--- config.mk ---
export PLATFORM = sky130hd
export DESIGN_NAME = div_arbiter
export DESIGN_NICKNAME = d
export VERILOG_FILES = /design/src/rtl/div_arbiter.sv
export SDC_FILE = /design/constraint.sdc
export NUM_CORES = 1
export LEC_CHECK = 0
export ABC_AREA = 1
export CAP_MARGIN = 15
export CORE_MARGIN = 2
export CORE_UTILIZATION = 35
export DETAILED_ROUTE_END_ITERATION = 10
export GPL_TIMING_DRIVEN = 0
export HOLD_SLACK_MARGIN = 0.06
export PLACE_DENSITY_LB_ADDON = 0.15
export SKIP_CTS_REPAIR_TIMING = 1
export SYNTH_ARGS = -nofsm -noshare
export SYNTH_HDL_FRONTEND = slang
export SYNTH_SLANG_ARGS = --single-unit
--- constraint.sdc ---
create_clock -name clk -period 1.85 [get_ports clk]
set_input_delay 0.555 -clock clk [delete_from_list [all_inputs] [get_ports clk]]
set_output_delay 0.555 -clock clk [all_outputs]
set_load 0.02 [all_outputs]
--- src/rtl/div_arbiter.sv ---
// Round-robin front end that time-shares one fixed-point divider among NUM_REQ requesters.
// A watchdog turns a divider that never answers into an error response for the owner.
module div_arbiter #(
    parameter int NUM_REQ = 4,
    parameter int WIDTH   = 10,
    parameter int TIMEOUT = 63
) (
    input  logic                       clk,
    input  logic                       rst_n,
    input  logic [NUM_REQ-1:0]         req,
    input  logic [NUM_REQ*WIDTH-1:0]   req_a,
    input  logic [NUM_REQ*WIDTH-1:0]   req_b,
    output logic [NUM_REQ-1:0]         gnt,
    output logic [NUM_REQ-1:0]         resp_valid,
    output logic [WIDTH-1:0]           resp_q,
    output logic                       resp_ovf,
    output logic                       resp_err,
    output logic                       arb_busy,
    output logic                       div_start,
    output logic [WIDTH-1:0]           div_a,
    output logic [WIDTH-1:0]           div_b,
    input  logic                       div_busy,
    input  logic                       div_valid,
    input  logic [WIDTH-1:0]           div_q,
    input  logic                       div_ovf
);
    localparam int IW = (NUM_REQ > 1) ? $clog2(NUM_REQ) : 1;
    localparam int TW = $clog2(TIMEOUT + 1);

    localparam logic [2:0] S_IDLE  = 3'd0;
    localparam logic [2:0] S_ISSUE = 3'd1;
    localparam logic [2:0] S_WBUSY = 3'd2;
    localparam logic [2:0] S_WDONE = 3'd3;
    localparam logic [2:0] S_RESP  = 3'd4;

    typedef struct packed {
        logic [WIDTH-1:0] q;
        logic             ovf;
        logic             err;
    } resp_t;

    logic [2:0]       r_state;
    logic [IW-1:0]    r_ptr;
    logic [IW-1:0]    r_owner;
    logic [TW-1:0]    r_timer;
    logic [WIDTH-1:0] r_div_a;
    logic [WIDTH-1:0] r_div_b;
    resp_t            r_resp;

    logic [NUM_REQ-1:0][WIDTH-1:0] w_a_arr;
    logic [NUM_REQ-1:0][WIDTH-1:0] w_b_arr;
    logic                          w_found;
    logic [IW-1:0]                 w_win;
    logic                          w_tmo;
    resp_t                         w_cap;
    resp_t                         w_err;

    genvar gi;
    generate
        for (gi = 0; gi < NUM_REQ; gi++) begin : g_slice
            assign w_a_arr[gi] = req_a[gi*WIDTH +: WIDTH];
            assign w_b_arr[gi] = req_b[gi*WIDTH +: WIDTH];
        end
    endgenerate

    // First active request at or after the pointer, wrapping around.
    always_comb begin
        w_found = 1'b0;
        w_win   = '0;
        for (int k = 0; k < NUM_REQ; k++) begin
            if (!w_found && req[(int'(r_ptr) + k) % NUM_REQ]) begin
                w_found = 1'b1;
                w_win   = IW'((int'(r_ptr) + k) % NUM_REQ);
            end
        end
    end

    assign w_tmo = (r_timer == TW'(TIMEOUT - 1));
    assign w_cap = {div_q, div_ovf, 1'b0};
    assign w_err = {{WIDTH{1'b0}}, 1'b0, 1'b1};

    always_ff @(posedge clk) begin
        if (!rst_n) begin
            r_state <= S_IDLE;
            r_ptr   <= '0;
            r_owner <= '0;
            r_timer <= '0;
            r_div_a <= '0;
            r_div_b <= '0;
            r_resp  <= '0;
        end else begin
            case (r_state)
                S_IDLE: begin
                    // A divider still busy from before a reset must drain first.
                    if (w_found && !div_busy) begin
                        r_div_a <= w_a_arr[w_win];
                        r_div_b <= w_b_arr[w_win];
                        r_owner <= w_win;
                        r_ptr   <= (w_win == IW'(NUM_REQ - 1)) ? '0 : w_win + IW'(1);
                        r_state <= S_ISSUE;
                    end
                end
                S_ISSUE: begin
                    r_timer <= '0;
                    r_state <= S_WBUSY;
                end
                S_WBUSY, S_WDONE: begin
                    // Result beats watchdog; watchdog beats the busy hand-off.
                    if (div_valid) begin
                        r_resp  <= w_cap;
                        r_state <= S_RESP;
                    end else if (w_tmo) begin
                        r_resp  <= w_err;
                        r_state <= S_RESP;
                    end else if (r_state == S_WBUSY && div_busy) begin
                        r_timer <= '0;
                        r_state <= S_WDONE;
                    end else begin
                        r_timer <= r_timer + TW'(1);
                    end
                end
                S_RESP: r_state <= S_IDLE;
                default: r_state <= S_IDLE;
            endcase
        end
    end

    assign gnt        = (r_state == S_ISSUE) ? (NUM_REQ'(1) << r_owner) : '0;
    assign resp_valid = (r_state == S_RESP)  ? (NUM_REQ'(1) << r_owner) : '0;
    assign div_start  = (r_state == S_ISSUE);
    assign arb_busy   = (r_state != S_IDLE);
    assign div_a      = r_div_a;
    assign div_b      = r_div_b;
    assign resp_q     = r_resp.q;
    assign resp_ovf   = r_resp.ovf;
    assign resp_err   = r_resp.err;

endmodule
==> parameters.txt, run 1 <==
Parameter                              Value

Timing
  Worst hold slack after final layout    between 0.4 and 0.5 ns
  Final setup slack of the worst path    -0.101 ns
  Tcrit/Tclk final    1.05
  Final hold violation count    0
  Tmin final    1.95 ns
  Number of max-slew violations in the final report    0
  Total of endpoints with negative setup slack in the final report    25
  RSZ-0062 raised after global routing    true
  Worst Max-Slew Pin Slew    around 0.48 ns
  Max_slew headroom    0.679
  F_max    512 MHz
  Skew final    0.00423 ns

Critical path
  Worst flop-to-flop path endpoint    div_b[7]$_SDFFE_PN0P_
  Startpoint of the most critical register-to-register path    r_ptr[0]$_SDFFE_PN0P_
  Sort of element at the end of the critical path    flop
  Required time reported for the critical path endpoint    around 2.1 ns
  Worst-case register-to-register setup slack    -0.10 ns
  R2R depth    15
  Nature of the critical path startpoint    flop
  Arrival time reported for the critical path endpoint    2.20 ns
  CP max FO    10
  Critical path class    reg -> reg

Cells and area
  Share of final-layout standard cells stronger than drive strength 1    0.211
  Area of the multi-input gates    around 2000 µm²
  Register cell area after layout    ~910 µm²
  Leading cell type in the layout, fill and taps excluded    inv_1
  Antenna fix cells    0
  Fill cell instance count of the final layout    about 840
  Final nets    803
  Commonest cells after routing, fill and taps aside    inv_1 (118), clkdlybuf4s50_1 (108), nand2_1 (104)
  Area overhead of the layout relative to synthesis    68.9%

Drt
  Overall routed net length    roughly 11000 µm
  Count of unresolved DRC violations after routing    0
  Number of antenna-violating nets in the routed design    0
  First-pass iteration count of the detailed router    7
  Initial drt markers    181
  Average routed wire per standard cell    13.5 µm
  Via total after detailed routing    roughly 4k
  Vias/cell    between 4 and 5

Synth
  Post-Synthesis Mean Instance Area    between 6 and 7 µm²
  Cells after Synth    537
  Yosys Warn Count    0
  Sequential area share after synthesis    0.274
  FFs w/ async S/R, synth    0
  Ys flop type    dfxtp_1
  Synth unique cells    30
  Synth Net Count    ~640
  Post-synth EDFFs    0
  Number of flip-flops and latches in the synthesized netlist    45
  Syn Std Cell Area    approximately 3300 µm²

Power and ir drop
  Pwr/cell area    roughly 1600 nW/µm²
  Power after layout    8.88 mW
  Largest voltage drop on the vdd net    656 µV
  Static leakage    2.99 nW

Die
  Starting Density    0.359
  Boundary pin count    between 100 and 150
  Y dimension of the die    about 100 µm
  Standard cell core area    roughly 9200 µm²
  Die span in x    slightly above 100 µm
  Number of placement rows    35
  Full die area    approximately 10000 µm²

Placement
  Pre-CTS worst setup slack    -0.663 ns
  Number of port buffers    ~140
  Detailed placer's ending HPWL    7710 µm
  Final GP Congestion    around 0.86

CTS
  Reg clk slew, reported paths    approximately 0.08 ns
  Clock tree root driver cell    clkbuf_8
  Maximum number of buffers from clock root to sink    2
  Clock tree from TritonCTS    yes
  Inserted Clock Buffers    5
  Clk sinks    45
  Source-to-sink clock delay at the later pin of the worst-skew pair    0.30 ns
  Htree depth    2

Min path
  Type of the most critical hold path    reg -> reg
  Hold path endpoint    resp_q[3]$_SDFFE_PN0P_
  Hold-critical path depth    2
  Worst Hold Launch    resp_q[3]$_SDFFE_PN0P_

GRT
  Antenna violations before repair    0
  Wire length of the first global-routing pass    about 16000 µm
  Largest net degree at the start of global routing    15
  Via count of the first global-routing pass    3593
  Global routing usage summed across all routing layers    0.191
  Global-route congestion overflow total    0

Run
  Number of max-cap violations    0

Run status
  Status    finished with violations
  Violated checks    negative setup slack
-- how the worst max path moves through the flow --
stage,startpoint,end
final,r_ptr[0]$_SDFFE_PN0P_,div_b[7]$_SDFFE_PN0P_
after global routing,r_ptr[0]$_SDFFE_PN0P_,div_a[8]$_SDFFE_PN0P_
after CTS,r_state[0]$_SDFFE_PN0P_,gnt[3]
after detailed placement,req[1],div_a[5]$_SDFFE_PN0P_
after global placement,req[1],div_a[5]$_SDFFE_PN0P_
after floorplan,r_state[0]$_SDFFE_PN0P_,gnt[0]
-- sequential cells by signal (all words and copies together) (netlist names) --
name / cells
resp_ovf: 1
r_ptr: 2
div_a: 10
div_b: 10
resp_q: 10
r_owner: 2
resp_err: 1
r_timer: 6
r_state: 3
-- power breakdown --
part           internal, mW  switching, mW  leakage (nW)  total [mW]
Sequential             1.30          0.236         0.372        1.54
Combinational          2.82           3.75          2.56        6.57
Clock                 0.439          0.339        0.0574       0.778
-- synth_stat cells (2+ instances only) --
| cell type | count | area share |
|---|---|---|
| buf_4 | 2 | 0.0046 |
| nand4_1 | 42 | 0.080 |
| nor3_1 | 13 | 0.020 |
| buf_6 | 7 | 0.024 |
| or2_2 | 2 | 0.0038 |
| nand3_1 | 80 | 0.12 |
| nand2_2 | 6 | 0.011 |
| o21a_1 | 20 | 0.046 |
| dfxtp_1 | 45 | 0.27 |
| nor3b_1 | 2 | 0.0046 |
| o21ai_1 | 4 | 0.0061 |
| buf_2 | 16 | 0.024 |
| o21ai_0 | 6 | 0.0092 |
| inv_2 | 4 | 0.0046 |
| nand2_1 | 117 | 0.13 |
| ha_1 | 2 | 0.0076 |
| clkbuf_1 | 7 | 0.0080 |
| nor2_1 | 8 | 0.0092 |
| inv_1 | 123 | 0.14 |
| nand3_4 | 3 | 0.016 |
| a21oi_1 | 19 | 0.029 |
-- layout make-up --
type                    instances  area share
repair buffers                157       0.291
well taps                     111      0.0251
plain buffers                  32      0.0458
clock inverters                 2     0.00677
flip-flops and latches         45       0.165
clock buffers                   6      0.0149
multi-input cells             332       0.362
inverters                     129      0.0900
-- stage by stage --
step                       util  std cells  instance area [µm²]  setup TNS (ns)
after floorplan               -        537                 3290          -0.266
after global placement    0.526        787                 4820          -18.23
after detailed placement  0.526        787                 4820          -19.78
after CTS                 0.539        795                 4940          -11.72
after global routing      0.606        814                 5540           -4.43
final                     0.606        814                 5540           -1.57
-- per-layer routing --
layer | routed length [µm] | vias to the layer above | share of wire | track usage
met5 | 0 | - | 0 | 0
met1 | 4760 | 1803 | 0.43 | 0.239
met3 | 873 | 22 | 0.079 | 0.0402
li1 | - | 2032 | - | -
met2 | 5170 | 170 | 0.47 | 0.335
met4 | 185 | 0 | 0.017 | 0.0443
-- worst max-delay path, cell delays in order, from the launching register on --
cell	delay, ns
dfxtp_2	0.33
buf_8	0.14
inv_8	0.10
nand2_1	0.09
nand3_2	0.12
nand2_4	0.07
nor2_4	0.14
nand3_4	0.13
buf_12	0.16
buf_4	0.13
clkbuf_16	0.14
nand4_1	0.08
nand3_1	0.09
nand3_1	0.09
nand2_1	0.05
inv_1	0.04
-- cells by family after synthesis --
group | after synthesis | share of synthesized area
adder cells (fa/ha/maj) | 2 | 0.00762
XOR/XNOR | 1 | 0.00267
buffers and inverters | 161 | 0.210
flip-flops | 45 | 0.274
AO/OA/AOI/OAI | 50 | 0.0923
AND/OR/NAND/NOR | 278 | 0.413
No activity file was read; power rests on OpenSTA's default activity.
==> run 2, diff against run 1 <==
Settings changed: SLEW_MARGIN set to 20.
==> results of run 2 <==
The final DEF is identical to that of run 1; final timing and power are the same.
==> run 3, diff against run 2 <==
--- a/config.mk
+++ b/config.mk
@@ -10,4 +10,5 @@
 export CORE_MARGIN = 2
 export CORE_UTILIZATION = 35
+export CTS_CLUSTER_SIZE = 25
 export DETAILED_ROUTE_END_ITERATION = 10
 export GPL_TIMING_DRIVEN = 0
==> constraint.sdc (replaced) <==
create_clock -name clk -period 1.85 [get_ports clk]
set_input_delay 0.185 -clock clk [delete_from_list [all_inputs] [get_ports clk]]
set_output_delay 0.185 -clock clk [all_outputs]
set_load 0.02 [all_outputs]
==> run 3 against run 2 <==
Flip-flop and latch count did not move. Non-clock buffer count fell by 3. Register-to-register slack got worse by 0.04 ns. Count of clock-buffer cells in the layout did not move. Clock power barely moved. First-iteration DRC count fell by 25%. Via count rose by 0.32%. Combinational power rose by 9.0%. Worst hold slack got worse by 0.11 ns. Largest power group unchanged. The flow still finishes with violations (negative setup slack). Highest routed layer unchanged. Cell area rose by 3.1%.
==> parameters.txt, run 3 (synthesis gave the netlist of run 1 again) <==
Parameter                              Value

Timing
  Number of max-slew violations in the final report    0
  Tmin final    around 2.0 ns
  Final hold violation count    0
  Max_slew headroom    0.668
  Final setup slack of the worst path    -0.139 ns
  F_max    about 500 MHz
  Worst Max-Slew Pin Slew    ~0.5 ns
  Skew final    around 0.0029 ns
  Tcrit/Tclk final    1.08
  Total of endpoints with negative setup slack in the final report    22
  RSZ-0062 raised after global routing    true

Critical path
  Startpoint of the most critical register-to-register path    r_ptr[0]$_SDFFE_PN0P_
  Worst-case register-to-register setup slack    -0.14 ns
  CP max FO    8
  Worst flop-to-flop path endpoint    div_b[4]$_SDFFE_PN0P_
  Arrival time reported for the critical path endpoint    2.19 ns
  R2R depth    15
  Sort of element at the end of the critical path    flop
  Critical path class    reg -> reg
  Nature of the critical path startpoint    flop
  Required time reported for the critical path endpoint    approximately 2 ns
  Timing endpoint of the critical path    div_b[4]$_SDFFE_PN0P_
  Launch point of the critical path    r_ptr[0]$_SDFFE_PN0P_

Drt
  First-pass iteration count of the detailed router    4
  Count of unresolved DRC violations after routing    0
  Overall routed net length    11300 µm
  Initial drt markers    about 140
  Average routed wire per standard cell    roughly 14 µm
  Vias/cell    4.98
  Number of antenna-violating nets in the routed design    0
  Via total after detailed routing    between 4k and 5k

Power and ir drop
  Pwr/cell area    1650 nW/µm²
  Power after layout    9.46 mW
  Static leakage    2.85 nW
  Largest voltage drop on the vdd net    719 µV

GRT
  Antenna violations before repair    0
  Global-route congestion overflow total    0
  Largest net degree at the start of global routing    15
  Global routing usage summed across all routing layers    0.191
  Via count of the first global-routing pass    around 3.6k
  Wire length of the first global-routing pass    16000 µm

Placement
  Final GP Congestion    0.860
  Detailed placer's ending HPWL    7710 µm
  Pre-CTS worst setup slack    -0.293 ns
  Instance area after placement    4820 µm²
  Number of port buffers    around 140

CTS
  Source-to-sink clock delay at the later pin of the worst-skew pair    just under 0.3 ns
  Htree depth    2
  Reg clk slew, reported paths    about 0.09 ns
  Maximum number of buffers from clock root to sink    2
  Clock tree from TritonCTS    yes
  Clock tree root driver cell    clkbuf_8
  Inserted Clock Buffers    5
  Clk sinks    between 40 and 50

Die
  Standard cell core area    between 9000 and 10000 µm²
  Full die area    10200 µm²
  Number of placement rows    35
  Starting Density    0.359
  Die span in x    between 100 and 150 µm
  Boundary pin count    141
  Y dimension of the die    approximately 100 µm

Run
  Number of max-cap violations    0

Cells and area
  Final nets    801
  Fill cell instance count of the final layout    815
  Register cell area after layout    ~900 µm²
  Area of the multi-input gates    approximately 2200 µm²
  Share of final-layout standard cells stronger than drive strength 1    0.254
  Antenna fix cells    0
  Commonest cells after routing, fill and taps aside    clkdlybuf4s50_1 (130), inv_1 (122), nand2_1 (77)
  Leading cell type in the layout, fill and taps excluded    clkdlybuf4s50_1
  Post-route cell area    ~5700 µm²
  Area overhead of the layout relative to synthesis    74.2%

Run status
  Status    finished with violations
  Violated checks    negative setup slack

Min path
  Hold-critical path depth    4
  Type of the most critical hold path    in -> reg
==> run 3: cell types whose count changed in the layout (fill, tap and decap cells not counted), sizes merged <==
cell,delta
clkdlybuf4s50,+22
dlymetal6s2s,-14
buf,-13
clkbuf,+2
clkinv,+1
==> run 3: cell type report <==
cell class / instances / area share
multi-input cells: 332 / 0.385
repair buffers: 154 / 0.278
flip-flops and latches: 45 / 0.159
inverters: 129 / 0.0887
plain buffers: 32 / 0.0429
well taps: 111 / 0.0243
clock buffers: 6 / 0.0144
clock inverters: 2 / 0.00657
repair inverters: 1 / 0.00153
==> run 3: report_power, final <==
part / leakage [nW] / total, mW / switching (mW) / internal (mW)
clock network: 0.0574 / 0.776 / 0.337 / 0.439
registers: 0.370 / 1.53 / 0.234 / 1.29
logic: 2.42 / 7.16 / 4.15 / 3.01
==> run 3: through the flow <==
step / cells / util / setup TNS [ns] / hold slack, ns
after floorplan: 537 / - / 0 / 0.350
after global placement: 787 / 0.526 / -4.60 / 0.450
after detailed placement: 787 / 0.526 / -5.51 / 0.458
after CTS: 795 / 0.539 / -2.78 / 0.359
after global routing: 812 / 0.624 / -4.56 / 0.417
final: 812 / 0.624 / -2.13 / 0.353
==> run 3: worst max-delay path, stage by stage (launching register included) <==
cell	delay [ns]
dfxtp_2	0.36
buf_8	0.15
clkinv_8	0.08
nand2_4	0.06
nand2_4	0.06
nand2_2	0.08
nand2_2	0.06
nor2_4	0.16
nand3_4	0.19
nand3_4	0.17
buf_6	0.15
nand2_1	0.07
nand3_1	0.11
nand3_2	0.08
nand2_1	0.07
inv_1	0.04
==> run 3: worst min-delay path by stage <==
stage                                  end  slack (ns)                   start
floorplan           resp_q[0]$_SDFFE_PN0P_        0.35               div_valid
global placement    resp_q[1]$_SDFFE_PN0P_        0.45  resp_q[1]$_SDFFE_PN0P_
detailed placement  resp_q[3]$_SDFFE_PN0P_        0.46  resp_q[3]$_SDFFE_PN0P_
CTS                  div_a[6]$_SDFFE_PN0P_        0.36                   rst_n
global route         div_a[4]$_SDFFE_PN0P_        0.42                   rst_n
finish               div_a[6]$_SDFFE_PN0P_        0.35                   rst_n
==> run 3: layer usage <==
layer | vias up | GRT usage | wire (µm)
met4 | 0 | 0.0443 | 200
met5 | - | 0 | 0
met3 | 16 | 0.0402 | 864
li1 | 2035 | - | -
met2 | 167 | 0.335 | 5400
met1 | 1822 | 0.239 | 4790
